[config.mk]
export PLATFORM = sky130hd
export DESIGN_NAME = sd_frame_loader_flat
export DESIGN_NICKNAME = d
export VERILOG_FILES = /design/src/rtl/sd_frame_loader_if.sv /design/src/rtl/sd_frame_loader.sv /design/src/flat_wrapper.sv
export SDC_FILE = /design/constraint.sdc
export NUM_CORES = 1
export LEC_CHECK = 0
export CAP_MARGIN = 20
export CORE_ASPECT_RATIO = 1.5
export CORE_MARGIN = 2
export CORE_UTILIZATION = 45
export CTS_CLUSTER_SIZE = 12
export DETAILED_ROUTE_END_ITERATION = 10
export GPL_ROUTABILITY_DRIVEN = 0
export PLACE_DENSITY = 0.67
export RECOVER_POWER = 100
export SKIP_LAST_GASP = 1
export SLEW_MARGIN = 5
export SYNTH_ARGS = -nofsm -noshare
export SYNTH_HDL_FRONTEND = slang
export SYNTH_SLANG_ARGS = --single-unit
[constraint.sdc]
create_clock -name clk_in -period 7.4 [get_ports clk_in]
set_clock_uncertainty 0.15 [all_clocks]
set_input_delay 1.48 -clock clk_in [delete_from_list [all_inputs] [get_ports clk_in]]
set_output_delay 1.48 -clock clk_in [all_outputs]
set_load 0.01 [all_outputs]
[src/rtl/sd_frame_loader_if.sv]
// sd_frame_loader_if: SD read handshake and frame-buffer write port of sd_frame_loader.
//   master (loader): drives sd_rd_out, sd_addr_out, wr_en_out, wr_addr_out, wr_data_out;
//                    samples sd_ready_in, sd_byte_available_in, sd_dout_in.
//   slave  (SD controller / frame buffer side): the mirror image.
interface sd_frame_loader_if #(
  parameter int unsigned WR_ADDR_WIDTH = 17
);
  logic                     sd_ready_in;
  logic                     sd_byte_available_in;
  logic [7:0]               sd_dout_in;
  logic                     sd_rd_out;
  logic [31:0]              sd_addr_out;
  logic                     wr_en_out;
  logic [WR_ADDR_WIDTH-1:0] wr_addr_out;
  logic [7:0]               wr_data_out;

  modport master (
    input  sd_ready_in, sd_byte_available_in, sd_dout_in,
    output sd_rd_out, sd_addr_out, wr_en_out, wr_addr_out, wr_data_out
  );

  modport slave (
    output sd_ready_in, sd_byte_available_in, sd_dout_in,
    input  sd_rd_out, sd_addr_out, wr_en_out, wr_addr_out, wr_data_out
  );
endinterface

[src/rtl/sd_frame_loader.sv]
// sd_frame_loader: reads NUM_SECTORS consecutive SD sectors starting at base_sector_in
// and streams every returned byte as a linear write into frame-buffer port A.
//   clk_in, rst_in (sync, active-low)   clock / reset
//   start_in, base_sector_in            one-cycle frame request and first sector index
//   busy_out, done_out, error_out       status: busy, completion pulse, sticky timeout
//   bus (master)                        SD read handshake + frame-buffer write port
module sd_frame_loader #(
  parameter int unsigned SECTOR_BYTES   = 512,
  parameter int unsigned NUM_SECTORS    = 150,
  parameter int unsigned WR_ADDR_WIDTH  = 17,
  parameter int unsigned TIMEOUT_CYCLES = 1048576
) (
  input  logic        clk_in,
  input  logic        rst_in,
  input  logic        start_in,
  input  logic [31:0] base_sector_in,
  output logic        busy_out,
  output logic        done_out,
  output logic        error_out,
  sd_frame_loader_if.master bus
);

  localparam int unsigned BYTE_W = (SECTOR_BYTES > 1) ? $clog2(SECTOR_BYTES) : 1;
  localparam int unsigned SEC_W  = (NUM_SECTORS > 1) ? $clog2(NUM_SECTORS) : 1;
  localparam int unsigned WD_W   = $clog2(TIMEOUT_CYCLES + 1);

  localparam logic [SEC_W-1:0]  LAST_SECTOR = SEC_W'(NUM_SECTORS - 1);
  localparam logic [BYTE_W-1:0] LAST_BYTE   = BYTE_W'(SECTOR_BYTES - 1);
  localparam logic [WD_W-1:0]   WD_LIMIT    = WD_W'(TIMEOUT_CYCLES - 1);

  typedef enum logic [2:0] {
    S_IDLE,
    S_WAIT_READY,
    S_ISSUE,
    S_READ_BYTES,
    S_DONE,
    S_ERROR
  } state_t;

  state_t                   state_q, state_d;
  logic [31:0]              base_q, base_d;
  logic [SEC_W-1:0]         sector_q, sector_d;
  logic [BYTE_W-1:0]        byte_q, byte_d;
  logic [WD_W-1:0]          wd_q, wd_d;
  logic                     avail_q;
  logic                     rd_q, rd_d;
  logic [31:0]              addr_q, addr_d;
  logic                     wr_en_q, wr_en_d;
  logic [WR_ADDR_WIDTH-1:0] wr_addr_q, wr_addr_d;
  logic [7:0]               wr_data_q, wr_data_d;
  logic                     busy_q, busy_d;
  logic                     done_q, done_d;
  logic                     error_q, error_d;
  logic                     start_acc;
  logic                     byte_rise;

  function automatic logic is_busy(input state_t s);
    return (s == S_WAIT_READY) || (s == S_ISSUE) || (s == S_READ_BYTES);
  endfunction

  // A byte is taken only on the 0->1 edge of byte_available, so a held level writes once.
  assign byte_rise = (state_q == S_READ_BYTES) && bus.sd_byte_available_in && !avail_q;

  // Next-state and next-output logic; all outputs are the registered copies of *_d.
  always_comb begin
    state_d   = state_q;
    base_d    = base_q;
    sector_d  = sector_q;
    byte_d    = byte_q;
    addr_d    = addr_q;
    wr_en_d   = 1'b0;
    wr_addr_d = wr_addr_q;
    wr_data_d = wr_data_q;
    start_acc = 1'b0;

    case (state_q)
      S_IDLE: begin
        if (start_in) begin
          start_acc = 1'b1;
          base_d    = base_sector_in;
          sector_d  = '0;
          byte_d    = '0;
          state_d   = S_WAIT_READY;
        end
      end
      S_WAIT_READY: begin
        if (bus.sd_ready_in) begin
          addr_d  = (base_q + 32'(sector_q)) << 9;
          state_d = S_ISSUE;
        end
      end
      S_ISSUE: begin
        if (!bus.sd_ready_in) state_d = S_READ_BYTES;
      end
      S_READ_BYTES: begin
        if (byte_rise) begin
          wr_en_d   = 1'b1;
          wr_data_d = bus.sd_dout_in;
          wr_addr_d = (WR_ADDR_WIDTH'(sector_q) << BYTE_W) | WR_ADDR_WIDTH'(byte_q);
          if (byte_q == LAST_BYTE) begin
            byte_d = '0;
            if (sector_q == LAST_SECTOR) begin
              state_d = S_DONE;
            end else begin
              sector_d = sector_q + SEC_W'(1);
              state_d  = S_WAIT_READY;
            end
          end else begin
            byte_d = byte_q + BYTE_W'(1);
          end
        end
      end
      S_DONE:  state_d = S_IDLE;
      S_ERROR: state_d = S_IDLE;
      default: state_d = S_IDLE;
    endcase

    // Watchdog fires only when a busy state made no progress this cycle.
    if (is_busy(state_q) && (state_d == state_q) && !byte_rise && (wd_q == WD_LIMIT)) begin
      state_d = S_ERROR;
    end

    if ((state_d != state_q) || byte_rise || !is_busy(state_q)) begin
      wd_d = '0;
    end else begin
      wd_d = wd_q + WD_W'(1);
    end

    rd_d    = (state_d == S_ISSUE);
    busy_d  = is_busy(state_d);
    done_d  = (state_d == S_DONE);
    error_d = (state_d == S_ERROR) || (error_q && !start_acc);
  end

  // State, counters and registered outputs.
  always_ff @(posedge clk_in) begin
    if (!rst_in) begin
      state_q   <= S_IDLE;
      base_q    <= '0;
      sector_q  <= '0;
      byte_q    <= '0;
      wd_q      <= '0;
      avail_q   <= 1'b0;
      rd_q      <= 1'b0;
      addr_q    <= '0;
      wr_en_q   <= 1'b0;
      wr_addr_q <= '0;
      wr_data_q <= '0;
      busy_q    <= 1'b0;
      done_q    <= 1'b0;
      error_q   <= 1'b0;
    end else begin
      state_q   <= state_d;
      base_q    <= base_d;
      sector_q  <= sector_d;
      byte_q    <= byte_d;
      wd_q      <= wd_d;
      avail_q   <= bus.sd_byte_available_in;
      rd_q      <= rd_d;
      addr_q    <= addr_d;
      wr_en_q   <= wr_en_d;
      wr_addr_q <= wr_addr_d;
      wr_data_q <= wr_data_d;
      busy_q    <= busy_d;
      done_q    <= done_d;
      error_q   <= error_d;
    end
  end

  assign bus.sd_rd_out   = rd_q;
  assign bus.sd_addr_out = addr_q;
  assign bus.wr_en_out   = wr_en_q;
  assign bus.wr_addr_out = wr_addr_q;
  assign bus.wr_data_out = wr_data_q;
  assign busy_out        = busy_q;
  assign done_out        = done_q;
  assign error_out       = error_q;

endmodule

[src/flat_wrapper.sv]
// flat-port wrapper written by rule: the top's interface ports become plain ports
module sd_frame_loader_flat 
#(
  parameter int unsigned SECTOR_BYTES   = 512,
  parameter int unsigned NUM_SECTORS    = 150,
  parameter int unsigned WR_ADDR_WIDTH  = 17,
  parameter int unsigned TIMEOUT_CYCLES = 1048576
)
  (clk_in, rst_in, start_in, base_sector_in, busy_out, done_out, error_out, bus_sd_ready_in, bus_sd_byte_available_in, bus_sd_dout_in, bus_sd_rd_out, bus_sd_addr_out, bus_wr_en_out, bus_wr_addr_out, bus_wr_data_out);
  sd_frame_loader_if #(.WR_ADDR_WIDTH(WR_ADDR_WIDTH)) bus_i ();
  input  logic clk_in;
  input  logic rst_in;
  input  logic start_in;
  input  logic [31:0] base_sector_in;
  output logic busy_out;
  output logic done_out;
  output logic error_out;
  input wire logic [$bits(bus_i.sd_ready_in)-1:0] bus_sd_ready_in;
  input wire logic [$bits(bus_i.sd_byte_available_in)-1:0] bus_sd_byte_available_in;
  input wire logic [$bits(bus_i.sd_dout_in)-1:0] bus_sd_dout_in;
  output wire logic [$bits(bus_i.sd_rd_out)-1:0] bus_sd_rd_out;
  output wire logic [$bits(bus_i.sd_addr_out)-1:0] bus_sd_addr_out;
  output wire logic [$bits(bus_i.wr_en_out)-1:0] bus_wr_en_out;
  output wire logic [$bits(bus_i.wr_addr_out)-1:0] bus_wr_addr_out;
  output wire logic [$bits(bus_i.wr_data_out)-1:0] bus_wr_data_out;
  assign bus_i.sd_ready_in = bus_sd_ready_in;
  assign bus_i.sd_byte_available_in = bus_sd_byte_available_in;
  assign bus_i.sd_dout_in = bus_sd_dout_in;
  assign bus_sd_rd_out = bus_i.sd_rd_out;
  assign bus_sd_addr_out = bus_i.sd_addr_out;
  assign bus_wr_en_out = bus_i.wr_en_out;
  assign bus_wr_addr_out = bus_i.wr_addr_out;
  assign bus_wr_data_out = bus_i.wr_data_out;
  sd_frame_loader #(.SECTOR_BYTES(SECTOR_BYTES), .NUM_SECTORS(NUM_SECTORS), .WR_ADDR_WIDTH(WR_ADDR_WIDTH), .TIMEOUT_CYCLES(TIMEOUT_CYCLES)) u_core (.clk_in(clk_in), .rst_in(rst_in), .start_in(start_in), .base_sector_in(base_sector_in), .busy_out(busy_out), .done_out(done_out), .error_out(error_out), .bus(bus_i));
endmodule
==> impl_metrics.ini <==
[setup_path]
path_depth = 5
slowest_delay_ns = 1.39
cpLargestDelayFamily = buffers and inverters
path_cells = dlygate4sd3_1, clkbuf_1, inv_1, clkbuf_1, a21oi_1
required_ns = 7.45
cp.arrival_ns = 4.77
ff2ff_path_depth = 8
cp_common_cell = clkbuf_1
worstSetupStartpointType = primary input
path_class = primary input to flip-flop
crit_slowest_cell = clkbuf_1
cp-end-kind = flip-flop
critPathMaxFanout = 43
path_buf_inv = 4

[sta]
setup_viol = 0
finalWorstSetupSlack_ns = 2.680
rsz0062_at_grt = no
slew_viol_final = 44
period_needed_ns = 4.720
period_share_pct = 63.78
hold_viol_final = 0
slew_headroom_pct = -23.42
fmax_mhz = 211.9
tightestPinTransition_ns = 1.851
fin_tns_setup_ns = 0

[global_route]
grt-ovfl-total = 0
grt_max_degree = 65
grt_pass1_vias = 4493
antenna_found_initial = 0
grtUsageTotal_pct = 20.39
grt_pass1_wl_microns = 20840

[cells_and_area]
final_area_sq_mm = 0.006803
drive_above_1_share_pct = 5.398
area_growth_pct = 27.15
n_antenna_cell = 0
final_nets = 789
final_util_pct = 59.00
fill_cells = 1090

[synth]
yosys.area_share.adder_pct = 3.414
synth.area.top_cells = dfxtp_1 (44%), nand2_1 (9.5%), a21oi_1 (6.5%)
synth_common_cells = nand2_1 (135), dfxtp_1 (118), a21oi_1 (70), nor2_1 (51), clkbuf_1 (25)
synth.ff_latch_count = 118
synth_top_area_share_pct = 44.15
ys_seq_area_share_pct = 44.15
synth_top_family_by_area = simple AND/OR/NAND/NOR gates
async_reset_ff_share_pct = 0
yosysTopAreaCell = dfxtp_1
synth_area_sq_mm = 0.005350
yosys.area_share.simple_pct = 24.13
synth_mux_area_share_pct = 0.9588
synth-xor-area-share_pct = 5.402
yosysWarnings = 0
synth_edf_count = 0
yosysMostFrequentCell = nand2_1
synth_compound_area_share_pct = 16.35
synth_cells = 653
ys_types = 59
synth_ff_type = dfxtp_1
avgSynthCellArea_sq_um = 8.193

[die]
start_util_pct = 46.40
core_area_sq_mm = 0.01153
ioPinCount = 107
dieArea_sq_mm = 0.01280
dieWidth_microns = 93.03
num_rows = 48
fp.dieH_microns = 137.5

[min_path]
whs_path_depth = 2
hp-class = flip-flop to flip-flop

[outcome]
status = finished with violations
violations = capacitance limit, slew limit

[job]
maxCapViolCount = 1

[routing]
drt-vias-per-instance = 5.360
dr_total_vias = 4776
wl_met2_microns = 6780
drtPass1Iterations = 4
top_layer_used = met4
drtIter0Drc = 154
ant_nets = 0
wl_met1_microns = 5218
dr_wl_met3_microns = 475
drt-total-wl_microns = 12720
wire_per_inst_microns = 14.28
drc_errors = 0

[clocking]
hold_buffers = 0
post_cts_buffers = 0
clkLatencyLatePin_ns = 0.41
htreeDepth = 4
cts_resized = 0
clk_pin_slew_ns = 0.05
cts_max_path_buffers = 2
cts_buffers = 17
cts_tree = done
root_buffer = clkbuf_16
cts_sinks = 118

[place]
dpl.hpwl_microns = 8887
port_buffers = 88
dp_slack_ns = 2.866
place_area_sq_mm = 0.006247

[power]
peakVddDrop_mv = 0.1624
leakage_nw = 2.499
powerDensity_mw_per_mm2 = 229.5
[final timing paths]
| kind | endpoint | start | slack (ns) |
|---|---|---|---|
| max | u_core.bus.sd_addr_out[9] | rst_in | 2.68 |
| min | u_core.bus.wr_addr_out[11] | u_core.bus.wr_addr_out[11] | 0.30 |
| max reg2reg | u_core.bus.sd_addr_out[29] | u_core.sector_q[0] | 4.48 |
| min reg2reg | u_core.bus.wr_addr_out[11] | u_core.bus.wr_addr_out[11] | 0.30 |
[routing by layer]
metal / vias to the layer above / GRT usage, %
met5: - / 0
met4: 0 / 8.333
met1: 2231 / 22.62
li1: 2406 / -
met2: 116 / 37.48
met3: 23 / 4.376
[worst reg2reg max path, cell delays in order, from the launching register on]
cell	delay, ns
dfxtp_1	0.49
ha_1	0.26
inv_1	0.07
fa_1	0.39
nor2b_1	0.18
o31ai_1	0.17
a211o_1	0.42
or4_1	0.53
a31oi_1	0.17
[area by class of cell]
class	instances	area, sq um	area share (%)
flip-flops and latches	118	2362	34.73
clock inverters	4	45.04	0.6621
repair buffers	93	914.6	13.44
inverters	19	71.32	1.048
well taps	150	187.7	2.759
multi-input cells	481	2723	40.02
clock buffers	26	499.2	7.339
[flip-flops by register name (all words and copies together) (netlist names)]
signal and cells:
u_core.sector_q 8, u_core.avail_q 1, u_core.bus.sd_addr_out 23, u_core.wd_q 21, u_core.busy_out 1, u_core.byte_q 9
u_core.bus.wr_data_out 8, u_core.base_q 23, u_core.done_out 1, u_core.error_out 1, u_core.bus.wr_addr_out 17, u_core.bus.sd_rd_out 1
u_core.bus.wr_en_out 1, u_core.state_q 3
[power by group]
group / internal [mW] / leakage, nW / switching, mW / total [mW]
registers: 0.658 / 0.957 / 0.0194 / 0.678
clock network: 0.491 / 0.270 / 0.264 / 0.755
logic: 0.0560 / 1.27 / 0.0731 / 0.129
total: 1.21 / 2.50 / 0.356 / 1.56
[logic make-up after synthesis]
family,Yosys count
compound gates,142
xor+xnor,33
fa+ha+maj,14
buf+inv,62
flops,118
mux,5
other cells,1
simple gates,278
[stage by stage]
| step | instances | total power [mW] | hold slack (ns) |
|---|---|---|---|
| after floorplan | 661 | 0.7699 | 0.2764 |
| after global placement | 859 | 0.8209 | 0.2905 |
| after detailed placement | 859 | 0.8241 | 0.2926 |
| after CTS | 889 | 1.580 | 0.2994 |
| after global routing | 891 | 1.622 | 0.3153 |
| final | 891 | 1.562 | 0.2966 |
[cells in the final DEF (no fill, tap or decap), drive strengths merged, types with 6 or more instances in the layout]
master / count
a211oi: 6
a21oi: 70
a31oi: 7
and4: 8
clkbuf: 28
clkdlybuf4s50: 32
conb: 9
dfxtp: 118
dlygate4sd3: 56
ha: 13
inv: 19
nand2: 135
nand3: 19
nand4: 13
nor2: 52
nor3: 10
o21ai: 24
o31ai: 9
or3: 8
or4: 8
xnor2: 22
xor2: 11
Power figures use the tool's default switching activity.
